$ cat config.mk
export PLATFORM = sky130hd
export DESIGN_NAME = fpu_req_ctrl
export DESIGN_NICKNAME = d
export VERILOG_FILES = /design/src/rtl/fpu_req_ctrl.sv
export SDC_FILE = /design/constraint.sdc
export NUM_CORES = 1
export LEC_CHECK = 0
export ABC_AREA = 0
export BUFFER_PORTS_ARGS = -buffer_cell sky130_fd_sc_hd__buf_2
export CORE_UTILIZATION = 44
export DETAILED_ROUTE_END_ITERATION = 12
export GPL_TIMING_DRIVEN = 0
export PLACE_DENSITY = 0.74
export SYNTH_ARGS = -nofsm -noshare
export SYNTH_HDL_FRONTEND = slang
export SYNTH_SLANG_ARGS = --single-unit
$ cat constraint.sdc
create_clock -name clk_i -period 2.9 [get_ports clk_i]
set_input_delay 0.87 -clock clk_i [delete_from_list [all_inputs] [get_ports clk_i]]
set_output_delay 0.87 -clock clk_i [all_outputs]
set_load 0.01 [all_outputs]
$ cat src/rtl/fpu_req_ctrl.sv
// rtl/fpu_req_ctrl.sv - bf16 FPU initiator: request handshake, multicycle exec hold, response handshake.
// Optional macro FPU_REQ_CTRL_NANBOX_EN forces resp_result_o[15:0]=16'hFFFF for FP-destination results.
package ibex_pkg;
    typedef enum logic [3:0] {
        FP_ALU_ADD    = 4'd0,
        FP_ALU_SUB    = 4'd1,
        FP_ALU_MUL    = 4'd2,
        FP_ALU_MINMAX = 4'd3,
        FP_ALU_SGNJ   = 4'd4,
        FP_ALU_CMP    = 4'd5,
        FP_ALU_CLASS  = 4'd6,
        FP_ALU_CVT    = 4'd7
    } fp_alu_op_e;
endpackage

module fpu_req_ctrl
    import ibex_pkg::*;
#(
    parameter int unsigned ExecCycles = 1,
    parameter int unsigned CntWidth   = 32
) (
    input  logic                clk_i,
    input  logic                rst_i,
    input  logic                req_valid_i,
    output logic                req_ready_o,
    input  fp_alu_op_e          req_op_i,
    input  logic [1:0]          req_mode_i,
    input  logic [31:0]         req_a_i,
    input  logic [15:0]         req_b_i,
    input  logic [4:0]          req_rd_i,
    input  logic                flush_i,
    output fp_alu_op_e          fpu_operator_o,
    output logic [31:0]         fpu_operand_a_o,
    output logic [15:0]         fpu_operand_b_o,
    output logic [1:0]          fpu_mode_o,
    input  logic [31:0]         fpu_result_i,
    output logic                resp_valid_o,
    input  logic                resp_ready_i,
    output logic [31:0]         resp_result_o,
    output logic [4:0]          resp_rd_o,
    output logic                resp_dest_fp_o,
    output logic                busy_o,
    output logic [CntWidth-1:0] op_count_o
);

    typedef enum logic [1:0] {IDLE, EXEC, RESP} state_e;

    localparam logic [3:0] CntLoad = 4'(ExecCycles - 1);

    state_e              state_q, state_d;
    logic [3:0]          cnt_q;
    fp_alu_op_e          op_q;
    logic [1:0]          mode_q;
    logic [31:0]         a_q;
    logic [15:0]         b_q;
    logic [4:0]          rd_q;
    logic                dest_fp_q;
    logic [31:0]         result_q;
    logic [4:0]          resp_rd_q;
    logic                resp_dest_fp_q;
    logic [CntWidth-1:0] count_q;
    logic                accept, handshake, capture, req_dest_fp;
    logic [31:0]         captured;

    always_comb begin
        req_dest_fp = 1'b0;
        case (req_op_i)
            FP_ALU_ADD, FP_ALU_SUB, FP_ALU_MUL,
            FP_ALU_MINMAX, FP_ALU_SGNJ: req_dest_fp = 1'b1;
            FP_ALU_CVT:                 req_dest_fp = req_mode_i[1];
            default:                    req_dest_fp = 1'b0;
        endcase
    end

    always_comb begin
        state_d      = state_q;
        req_ready_o  = 1'b0;
        resp_valid_o = 1'b0;
        capture      = 1'b0;
        case (state_q)
            IDLE: begin
                req_ready_o = !flush_i;
                if (req_valid_i && !flush_i) state_d = EXEC;
            end
            EXEC: begin
                if (flush_i) begin
                    state_d = IDLE;
                end else if (cnt_q == 4'd0) begin
                    capture = 1'b1;
                    state_d = RESP;
                end
            end
            RESP: begin
                resp_valid_o = 1'b1;
                if (flush_i) begin
                    state_d = IDLE;
                end else if (resp_ready_i) begin
                    // Back-to-back: the freed response slot may take a new request this cycle.
                    req_ready_o = 1'b1;
                    state_d     = req_valid_i ? EXEC : IDLE;
                end
            end
            default: state_d = IDLE;
        endcase
        if (rst_i) req_ready_o = 1'b0;
    end

    assign accept    = req_valid_i && req_ready_o;
    assign handshake = resp_valid_o && resp_ready_i && !flush_i;

`ifdef FPU_REQ_CTRL_NANBOX_EN
    assign captured = dest_fp_q ? {fpu_result_i[31:16], 16'hFFFF} : fpu_result_i;
`else
    assign captured = fpu_result_i;
`endif

    always_ff @(posedge clk_i) begin
        if (rst_i) begin
            state_q        <= IDLE;
            cnt_q          <= 4'd0;
            op_q           <= FP_ALU_ADD;
            mode_q         <= 2'b00;
            a_q            <= 32'd0;
            b_q            <= 16'd0;
            rd_q           <= 5'd0;
            dest_fp_q      <= 1'b0;
            result_q       <= 32'd0;
            resp_rd_q      <= 5'd0;
            resp_dest_fp_q <= 1'b0;
            count_q        <= '0;
        end else begin
            state_q <= state_d;
            if (accept) begin
                op_q      <= req_op_i;
                mode_q    <= req_mode_i;
                a_q       <= req_a_i;
                b_q       <= req_b_i;
                rd_q      <= req_rd_i;
                dest_fp_q <= req_dest_fp;
                cnt_q     <= CntLoad;
            end else if (state_q == EXEC && cnt_q != 4'd0) begin
                cnt_q <= cnt_q - 4'd1;
            end
            if (capture) begin
                result_q       <= captured;
                resp_rd_q      <= rd_q;
                resp_dest_fp_q <= dest_fp_q;
            end
            if (handshake) count_q <= count_q + {{(CntWidth-1){1'b0}}, 1'b1};
        end
    end

    assign fpu_operator_o  = op_q;
    assign fpu_operand_a_o = a_q;
    assign fpu_operand_b_o = b_q;
    assign fpu_mode_o      = mode_q;
    assign resp_result_o   = result_q;
    assign resp_rd_o       = resp_rd_q;
    assign resp_dest_fp_o  = resp_dest_fp_q;
    assign busy_o          = (state_q != IDLE);
    assign op_count_o      = count_q;

endmodule

---- Word-level counts from Yosys, hierarchy flattened ----
Index checks and enable logic that the tools add are counted.
storage, ports and cells
  register bits ........................... 136
  output and inout bits ................... 127
operators by class
  $add $sub $neg .......................... 2
  equality and inequality tests ........... 10
  mux-type cells .......................... 16
  reduce and logical (&&, ||, !) cells .... 14
operators by type and width
  cell                                              count
  adder 32 x 1 -> 32 bit, second input constant     1
  two-way mux 2 bit                                 5
  == test 4 x 2 -> 1 bit, second input constant     2
  == test 4 x 3 -> 1 bit, second input constant     2
  zero test 4 bit                                   2
  two-way mux 1 bit                                 8
  inequality test 3 bit, second input constant      2
  case mux 2 bit (3 select lines)                   1
  logical AND 1 bit                                 5
  OR reduction 5 bit                                1
  == test 4 x 1 -> 1 bit, second input constant     1
  case mux 1 bit (2 select lines)                   2
  nonzero test 4 bit                                1
  subtractor 4 x 1 -> 4 bit, second input constant  1
  AND reduction 3 bit                               1
  == test 2 x 1 -> 1 bit, second input constant     1
  == test 2 bit, second input constant              1
  zero test 2 bit                                   1
  inequality test 2 bit, second input constant      1
  nonzero test 2 bit                                1
  OR reduction 2 bit                                1
  zero test 1 bit                                   1

---- Depth between registers and ports, before layout ----
Gate-level depths: netlist of run 1.
  depth in word-level cells ............... 6
  depth in mapped cells ................... 8
  mapped depth without buffers ............ 6

---- Worst setup path after synthesis of run 1 ----
OpenSTA, ideal clock, no wires.
  path type ............................... input-to-reg
  from .................................... input port flush_i
  to ...................................... register count_q[31] (netlist: op_count_o[31])
  setup time .............................. 0.121 ns
  arrival time ............................ 2.523 ns
  data required time ...................... 2.779 ns
  setup slack ............................. 0.256 ns
  stages .................................. 7
  buffers on the path ..................... 3
  cell sequence ........................... buf_6 > nand4bb_1 > buf_2 > or4_4 > buf_6 > nor4b_1 > mux2_2
between the ends
  cells in the longest elaborated chain, start to end .. 2
ends and longest elaborated chain
  item                    line  text
  start: declaration      31    input logic flush_i,
  zero test 1 bit         109   assign handshake = resp_valid_o && resp_ready_i && !flush_i;
  logical AND 1 bit       109
  end signal: assignment  149   if (handshake) count_q <= count_q + {{(CntWidth-1){1'b0}}, 1'b1};
  end: declaration        61    logic [CntWidth-1:0] count_q;
No other way between the ends.
A chain may end at the register's enable or synchronous reset.

---- Worst setup path in the final report of run 1 ----
  from .................................... register state_q[1]
  to ...................................... output port req_ready_o
between the ends
  cells in the longest elaborated chain, start to end .. 3
  elaborated cells between the ends (all ways) .. 4
  those cells by class .................... eq/ne: 1; mux: 2; reduce/logical: 1
ends and longest elaborated chain
  item                                              line  text
  start: declaration                                50    state_e state_q, state_d;
  start signal: assignment                          132   state_q <= state_d;
  == test 2 bit or zero test 2 bit (tied branches)  80    case (state_q)
  case mux 1 bit (2 select lines) *                 80
  two-way mux 1 bit *                               105   if (rst_i) req_ready_o = 1'b0;
  end: declaration                                  25    output logic req_ready_o,
Mark *: on every way between the ends. The rest lies on a longest branch, timed or not.

==> results.py, run 1 <==
metrics = {
    "run_status": {
        "status": "finished, violations left",
        "violations": "DRC",
    },
    "placed_design": {
        "dp_hpwl_um": 10600,
        "place_ws_ns": 0.121,
        "portBuffers": 221,
        "gp_congestion": 0.859,
        "post-place-cells": 959,
    },
    "routing": {
        "drt_iter0_drc": 354,
        "totalWireLength_um": 14300,
        "first_pass_iters": 9,
        "ant_nets": 0,
        "via_count": 5123,
        "routedWlPerCell_um": 14.5,
        "vias_per_cell": 5.17,
        "drc": 7,
    },
    "final_layout": {
        "instances_no_fill": 990,
        "fin_nets": 933,
        "syn_to_final_growth_pct": 36.1,
        "n_fill_cell": 1020,
        "n_antenna_cell": 0,
        "drive_above_1_share_pct": 31.4,
    },
    "worst_setup_path": {
        "critPathCaptureType": "primary output",
        "cp_data_required_time_ns": 2.03,
        "crit_chain": "clkbuf_1 -> nor2b_1 -> nor4_1 -> buf_2",
        "cp_max_fo": 10,
        "start_kind": "register",
        "worst-setup-path-type": "register to primary output",
        "cpPeakStageDelay_ns": 0.30,
        "crit_slowest_cell": "dfxtp_1",
        "cp_data_arrival_time_ns": 1.55,
        "r2r_setup_slack_ns": 0.55,
        "worstReg2RegStart": "state_q[0]",
        "critPathTopFamily": "simple AND/OR/NAND/NOR gates",
        "crit_buf_inv": 2,
        "r2r-end": "resp_result_o[15]",
        "rr_worst_depth": 7,
    },
    "grt": {
        "grt_overflow": 0,
        "grt_pass1_wl_um": 23400,
        "antenna_found_initial": 0,
        "first_global_vias": 5079,
        "grt_max_degree": 17,
        "grt_usage_pct": 23.5,
    },
    "flow_run": {
        "drv_cap": 0,
    },
    "power_and_ir_drop": {
        "cellLeakagePower_nw": 3.51,
        "powerDensity_mw_per_mm2": 635,
        "intPower_mw": 3.61,
        "clkPwrFrac_pct": 50.2,
        "irDropWorstVdd_v": 0.000387,
        "power_switching_uw": 979,
        "p_total_mw": 4.58,
        "combPwrFrac_pct": 7.3,
        "swShare_pct": 21.4,
        "p_seq_share_pct": 42.4,
    },
    "clock_tree": {
        "ctsHoldBuffers": 0,
        "max-clock-path-buffers": 2,
        "clockRootBuffer": "clkbuf_16",
        "post_cts_buffers": 0,
        "clock-sinks": 136,
        "cts_resized": 0,
        "numCtsBuffers": 17,
        "h-tree-depth": 4,
        "path_clk_slew_ns": 0.05,
        "worstSkewPairLatency_ns": 0.42,
        "cts_tree": "built",
    },
    "logic_synthesis": {
        "synthesis.nets": 693,
        "yosys_register_bits": 136,
        "synth-seq-area-share_pct": 51.3,
        "yosys_warnings": 0,
        "synth_top_cell_area_share_pct": 51.3,
        "synthDistinctLibCells": 36,
        "synth_xor_xnor_area_share_pct": 1.49,
        "synth_simple_gate_area_share_pct": 21.5,
        "synth_top_family_by_area": "simple AND/OR/NAND/NOR gates",
        "synth.top_cells.by_area": "dfxtp_1, mux2i_1, nand2_1",
        "yosys.area.top_type": "dfxtp_1",
        "synthCells": 595,
        "synth-compound-area-share_pct": 8.92,
        "synthAdderAreaFrac_pct": 0.472,
        "syn_area_per_cell_um2": 8.91,
        "muxShareOfSynthArea_pct": 12.0,
        "synth_area_mm2": 0.00530,
    },
    "floorplan": {
        "core_area_mm2": 0.0116,
        "std_cell_rows": 39,
        "die_x_um": 112,
        "pin_count": 223,
        "start_util_pct": 45.9,
        "die_y_um": 112,
        "die-area_mm2": 0.0125,
    },
    "sta": {
        "worst_pin_slew_ns": 0.739,
        "final-hold-violation-count": 0,
        "max_freq_mhz": 414,
        "relSlewSlack_pct": 50.1,
        "fin_tns_setup_ns": 0,
        "finalWorstSetupSlack_ns": 0.483,
        "period_share_pct": 83.3,
        "setup_violations": 0,
        "fin_crit_ns": 2.42,
        "rsz0062_at_grt": "no",
        "drv_slew": 0,
        "skew_ns": 0.00407,
    },
    "min_path": {
        "worstHoldStart": "rd_q[0]",
        "whs_path_depth": 2,
        "min_to": "resp_rd_o[0]",
        "min-delay-path-class": "register to register",
    },
}
==> flip-flops by register name, summed over array words and instances (netlist names) <==
| name | flops |
|---|---|
| fpu_operand_a_o | 32 |
| op_count_o | 32 |
| resp_result_o | 32 |
| fpu_operand_b_o | 16 |
| rd_q | 5 |
| resp_rd_o | 5 |
| cnt_q | 4 |
| fpu_operator_o | 4 |
| fpu_mode_o | 2 |
| state_q | 2 |
| dest_fp_q | 1 |
| resp_dest_fp_o | 1 |
==> cell usage in the layout, fill, tap and decap left out, types with 5 or more instances in the layout <==
master and instances:
buf_2 230, nor2b_1 7, clkbuf_16 17, or3_1 15
nand4_1 8, dfxtp_1 136, nand3_1 7, o21ai_0 14
inv_1 12, clkbuf_1 34, o31ai_1 9, nand2_1 90
nor2_1 76, bufinv_16 5, a21oi_1 61, or4_1 13
xnor2_1 7, mux2i_1 59, nor3_1 9
==> worst max path at each step <==
stage | from | to | slack [ns] | cells after the start
final | state_q[1] | req_ready_o | 0.48 | 4
after global placement | flush_i | op_count_o[29] | 0.14 | 7
after floorplan | flush_i | op_count_o[31] | 0.26 | 7
after global routing | state_q[0] | resp_result_o[15] | 0.24 | 7
after detailed placement | flush_i | op_count_o[26] | 0.12 | 8
after CTS | state_q[1] | req_ready_o | 0.45 | 4
==> cell usage after synthesis <==
master       n
xnor2_1      7
nor3_1       9
nor2_1      76
a22oi_1      1
nor4_1       3
or2_2        2
o31ai_1      9
a31oi_1      1
o21ai_0     14
buf_6        2
clkbuf_1    30
mux2i_1     59
or4_1       13
nand2_1     90
nor3b_1      2
buf_2        9
or3_1       15
mux2_2       4
and2_1       1
nand4_1      8
nand3_1      7
dfxtp_1    136
inv_1       12
and4_1       1
nor2b_1      7
a211oi_1     1
a2111oi_0    1
a21oi_1     61
nand3b_1     1
or4_4        1
nor4b_1      2
xor2_1       2
ha_1         2
nor4bb_1     1
nand4bb_1    3
nand2b_1     2
==> routing by layer <==
layer | wire length [um] | global-route usage [%]
met5 | 0 | 0
met4 | 455 | 12.7
met3 | 1130 | 8.00
met2 | 7140 | 40.7
met1 | 5600 | 25.1
==> worst reg2reg max path: cells and delay by family, from the launching register on <==
family / cells / cell delay (ns)
AO/OA/AOI/OAI: 1 / 0.19
buffers and inverters: 3 / 1.17
flip-flops: 1 / 0.32
AND/OR/NAND/NOR: 3 / 0.58
==> power groups by stage <==
stage               logic [mW]  registers, mW  clock network [mW]
floorplan                0.157           2.00                   0
global placement         0.327           1.98                   0
detailed placement       0.337           1.98                   0
CTS                      0.339           1.94                2.34
global route             0.373           1.95                2.41
finish                   0.336           1.94                2.30
==> logic make-up (layout without fill, tap and decap cells) <==
logic type / count (synthesis) / after routing
and+or+nand+nor: 244 / 244
buffers and inverters: 53 / 305
muxes: 63 / 63
AOI/OAI and AO/OA: 88 / 88
adders and majority gates: 2 / 2
xor gates and xnor gates: 9 / 9
DFF: 136 / 136
==> through the flow <==
stage	cell area (um2)	hold slack [ns]	utilization, %
finish	7210	0.449	62.4
global route	7210	0.465	62.4
CTS	7210	0.451	62.4
detailed placement	6590	0.444	57.0
global placement	6590	0.439	57.0
floorplan	5300	0.432	-
==> layout make-up <==
| cell class | instances | area (um2) | share of cell area [%] |
|---|---|---|---|
| Sequential cell | 136 | 2720 | 37.7 |
| Tap cell | 143 | 179 | 2.48 |
| Buffer | 41 | 180 | 2.50 |
| Clock inverter | 9 | 173 | 2.39 |
| Multi-Input combinational cell | 406 | 2350 | 32.6 |
| Inverter | 12 | 45.0 | 0.624 |
| Clock buffer | 22 | 454 | 6.30 |
| Timing Repair Buffer | 221 | 1110 | 15.3 |
Power figures use the tool's default switching activity.
==> run 2, diff against run 1 <==
clock period = 2.32 ns   (was 2.9 ns; I/O delays follow)
==> run 2 against run 1 <==
The flow still finishes with violations (DRC); non-clock buffer count grew 2; first-iteration DRC count down 24%; sequential power increased by 25%; worst setup slack worse by 0.40 ns; critical endpoint is now op_count_o[27].
==> results.py, run 2 (same netlist as run 1, synthesis figures left out) <==
metrics = {
    "run_status": {
        "status": "finished, violations left",
        "violations": "DRC",
    },
    "routing": {
        "via_count": 5064,
        "drt_iter0_drc": 270,
        "totalWireLength_um": 14300,
        "first_pass_iters": 8,
        "ant_nets": 0,
        "routedWlPerCell_um": 14.4,
        "vias_per_cell": 5.10,
        "drc": 8,
    },
    "sta": {
        "setup_violations": 0,
        "relSlewSlack_pct": 41.8,
        "fin_crit_ns": 2.24,
        "finalWorstSetupSlack_ns": 0.0805,
        "skew_ns": 0.00787,
        "final-hold-violation-count": 0,
        "max_freq_mhz": 447,
        "worst_pin_slew_ns": 0.861,
        "whs_ns": 0.451,
        "period_share_pct": 96.5,
        "drv_slew": 0,
    },
    "final_layout": {
        "fin_util_pct": 62.3,
        "syn_to_final_growth_pct": 35.8,
        "drive_above_1_share_pct": 33.0,
        "n_antenna_cell": 0,
        "layout_common_cells": "buf_2, dfxtp_1, nand2_1, nor2_1, a21oi_1",
        "final_common_cell": "buf_2",
        "n_fill_cell": 1027,
        "fin_nets": 935,
    },
    "clock_tree": {
        "ctsHoldBuffers": 0,
        "max-clock-path-buffers": 2,
        "worstSkewPairLatency_ns": 0.42,
        "h-tree-depth": 4,
        "path_clk_slew_ns": 0.06,
        "clockRootBuffer": "clkbuf_16",
        "clock-sinks": 136,
        "cts_tree": "built",
        "numCtsBuffers": 17,
    },
    "worst_setup_path": {
        "start_kind": "register",
        "critPathCaptureType": "register",
        "crit_chain": "nand4_1 -> or4_1 -> clkbuf_1 -> nor4_1 -> mux2_2",
        "cp_max_fo": 8,
        "critPathTopFamily": "simple AND/OR/NAND/NOR gates",
        "cp_data_arrival_time_ns": 2.55,
        "worst-setup-path-type": "register to register",
        "cp_data_required_time_ns": 2.63,
        "crit_slowest_cell": "or4_1",
        "cpPeakStageDelay_ns": 0.56,
        "crit_buf_inv": 1,
    },
    "power_and_ir_drop": {
        "combPwrFrac_pct": 7.8,
        "p_seq_share_pct": 45.1,
        "clkPwrFrac_pct": 47.1,
        "power_switching_mw": 1.26,
        "powerDensity_mw_per_mm2": 749,
        "cellLeakagePower_nw": 3.49,
        "intPower_mw": 4.13,
        "irDropWorstVdd_v": 0.000483,
        "swShare_pct": 23.4,
    },
    "grt": {
        "grt_overflow": 0,
        "grt_usage_pct": 23.5,
        "first_global_vias": 4967,
        "grt_max_degree": 17,
        "grt_pass1_wl_um": 23000,
        "antenna_found_initial": 0,
    },
    "floorplan": {
        "std_cell_rows": 39,
        "start_util_pct": 45.9,
        "core_area_mm2": 0.0116,
        "die-area_mm2": 0.0125,
        "die_x_um": 112,
        "pin_count": 223,
        "die_y_um": 112,
    },
    "placed_design": {
        "place_ws_ns": -0.281,
        "portBuffers": 221,
        "gp_congestion": 0.859,
        "dp_hpwl_um": 10700,
    },
    "flow_run": {
        "drv_cap": 0,
    },
    "min_path": {
        "min-delay-path-class": "register to register",
    },
}
==> run 2: cell count changes in the layout (fill, tap and decap cells not counted), moves of 3 or more <==
cell / delta
bufinv_16: -4
clkbuf_1: -7
clkbuf_2: +3
clkinvlp_4: +4
==> run 2: path summary, 6_finish.rpt <==
check | start | end | slack [ns] | cells past startpoint
min reg2reg | resp_result_o[2] | resp_result_o[2] | 0.45 | 2
min | resp_result_o[2] | resp_result_o[2] | 0.45 | 2
max reg2reg | op_count_o[15] | op_count_o[27] | 0.08 | 5
max | op_count_o[15] | op_count_o[27] | 0.08 | 5
==> run 2: repair_timing <==
item                       4_1_cts  5_1_grt
resized for setup                0        8
setup buffers                    0        2
setup endpoints to repair        0       28
==> run 2: layout make-up <==
type                            count  area, um2  area share [%]
Buffer                             41        184            2.55
Clock buffer                       20        467            6.48
Clock inverter                     11        100            1.39
Inverter                           12       45.0           0.626
Multi-Input combinational cell    406       2380            33.1
Sequential cell                   136       2720            37.8
Tap cell                          143        179            2.49
Timing Repair Buffer              223       1120            15.6
==> run 2: power groups by stage <==
stage               Combinational, mW  Clock, mW  Sequential, mW
finish                          0.422       2.54            2.43
global route                    0.466       2.70            2.44
CTS                             0.424       2.59            2.43
detailed placement              0.423          0            2.48
global placement                0.410          0            2.48
floorplan                       0.196          0            2.51
==> run 2: worst min-delay path, delay by kind of cell, from the launching register on <==
kind	cells	cell delay [ns]
flops	1	0.30
simple gates	1	0.05
compound gates	1	0.05
==> run 2: metal layers <==
metal | vias up | wire (um) | GRT usage [%]
met4 | 0 | 453 | 12.3
met3 | 35 | 1020 | 7.78
met1 | 2341 | 5550 | 24.9
met2 | 179 | 7290 | 41.4
li1 | 2509 | - | -
met5 | - | 0 | 0
==> run 2: metrics by stage <==
step / instances / instance area [um2] / TNS [ns] / power [mW]
after global routing: 992 / 7200 / -0.0187 / 5.60
after CTS: 990 / 7170 / 0 / 5.45
final: 992 / 7200 / 0 / 5.39
after detailed placement: 959 / 6610 / -24.11 / 2.90
after floorplan: 595 / 5320 / -0.815 / 2.70
after global placement: 959 / 6610 / -23.51 / 2.89
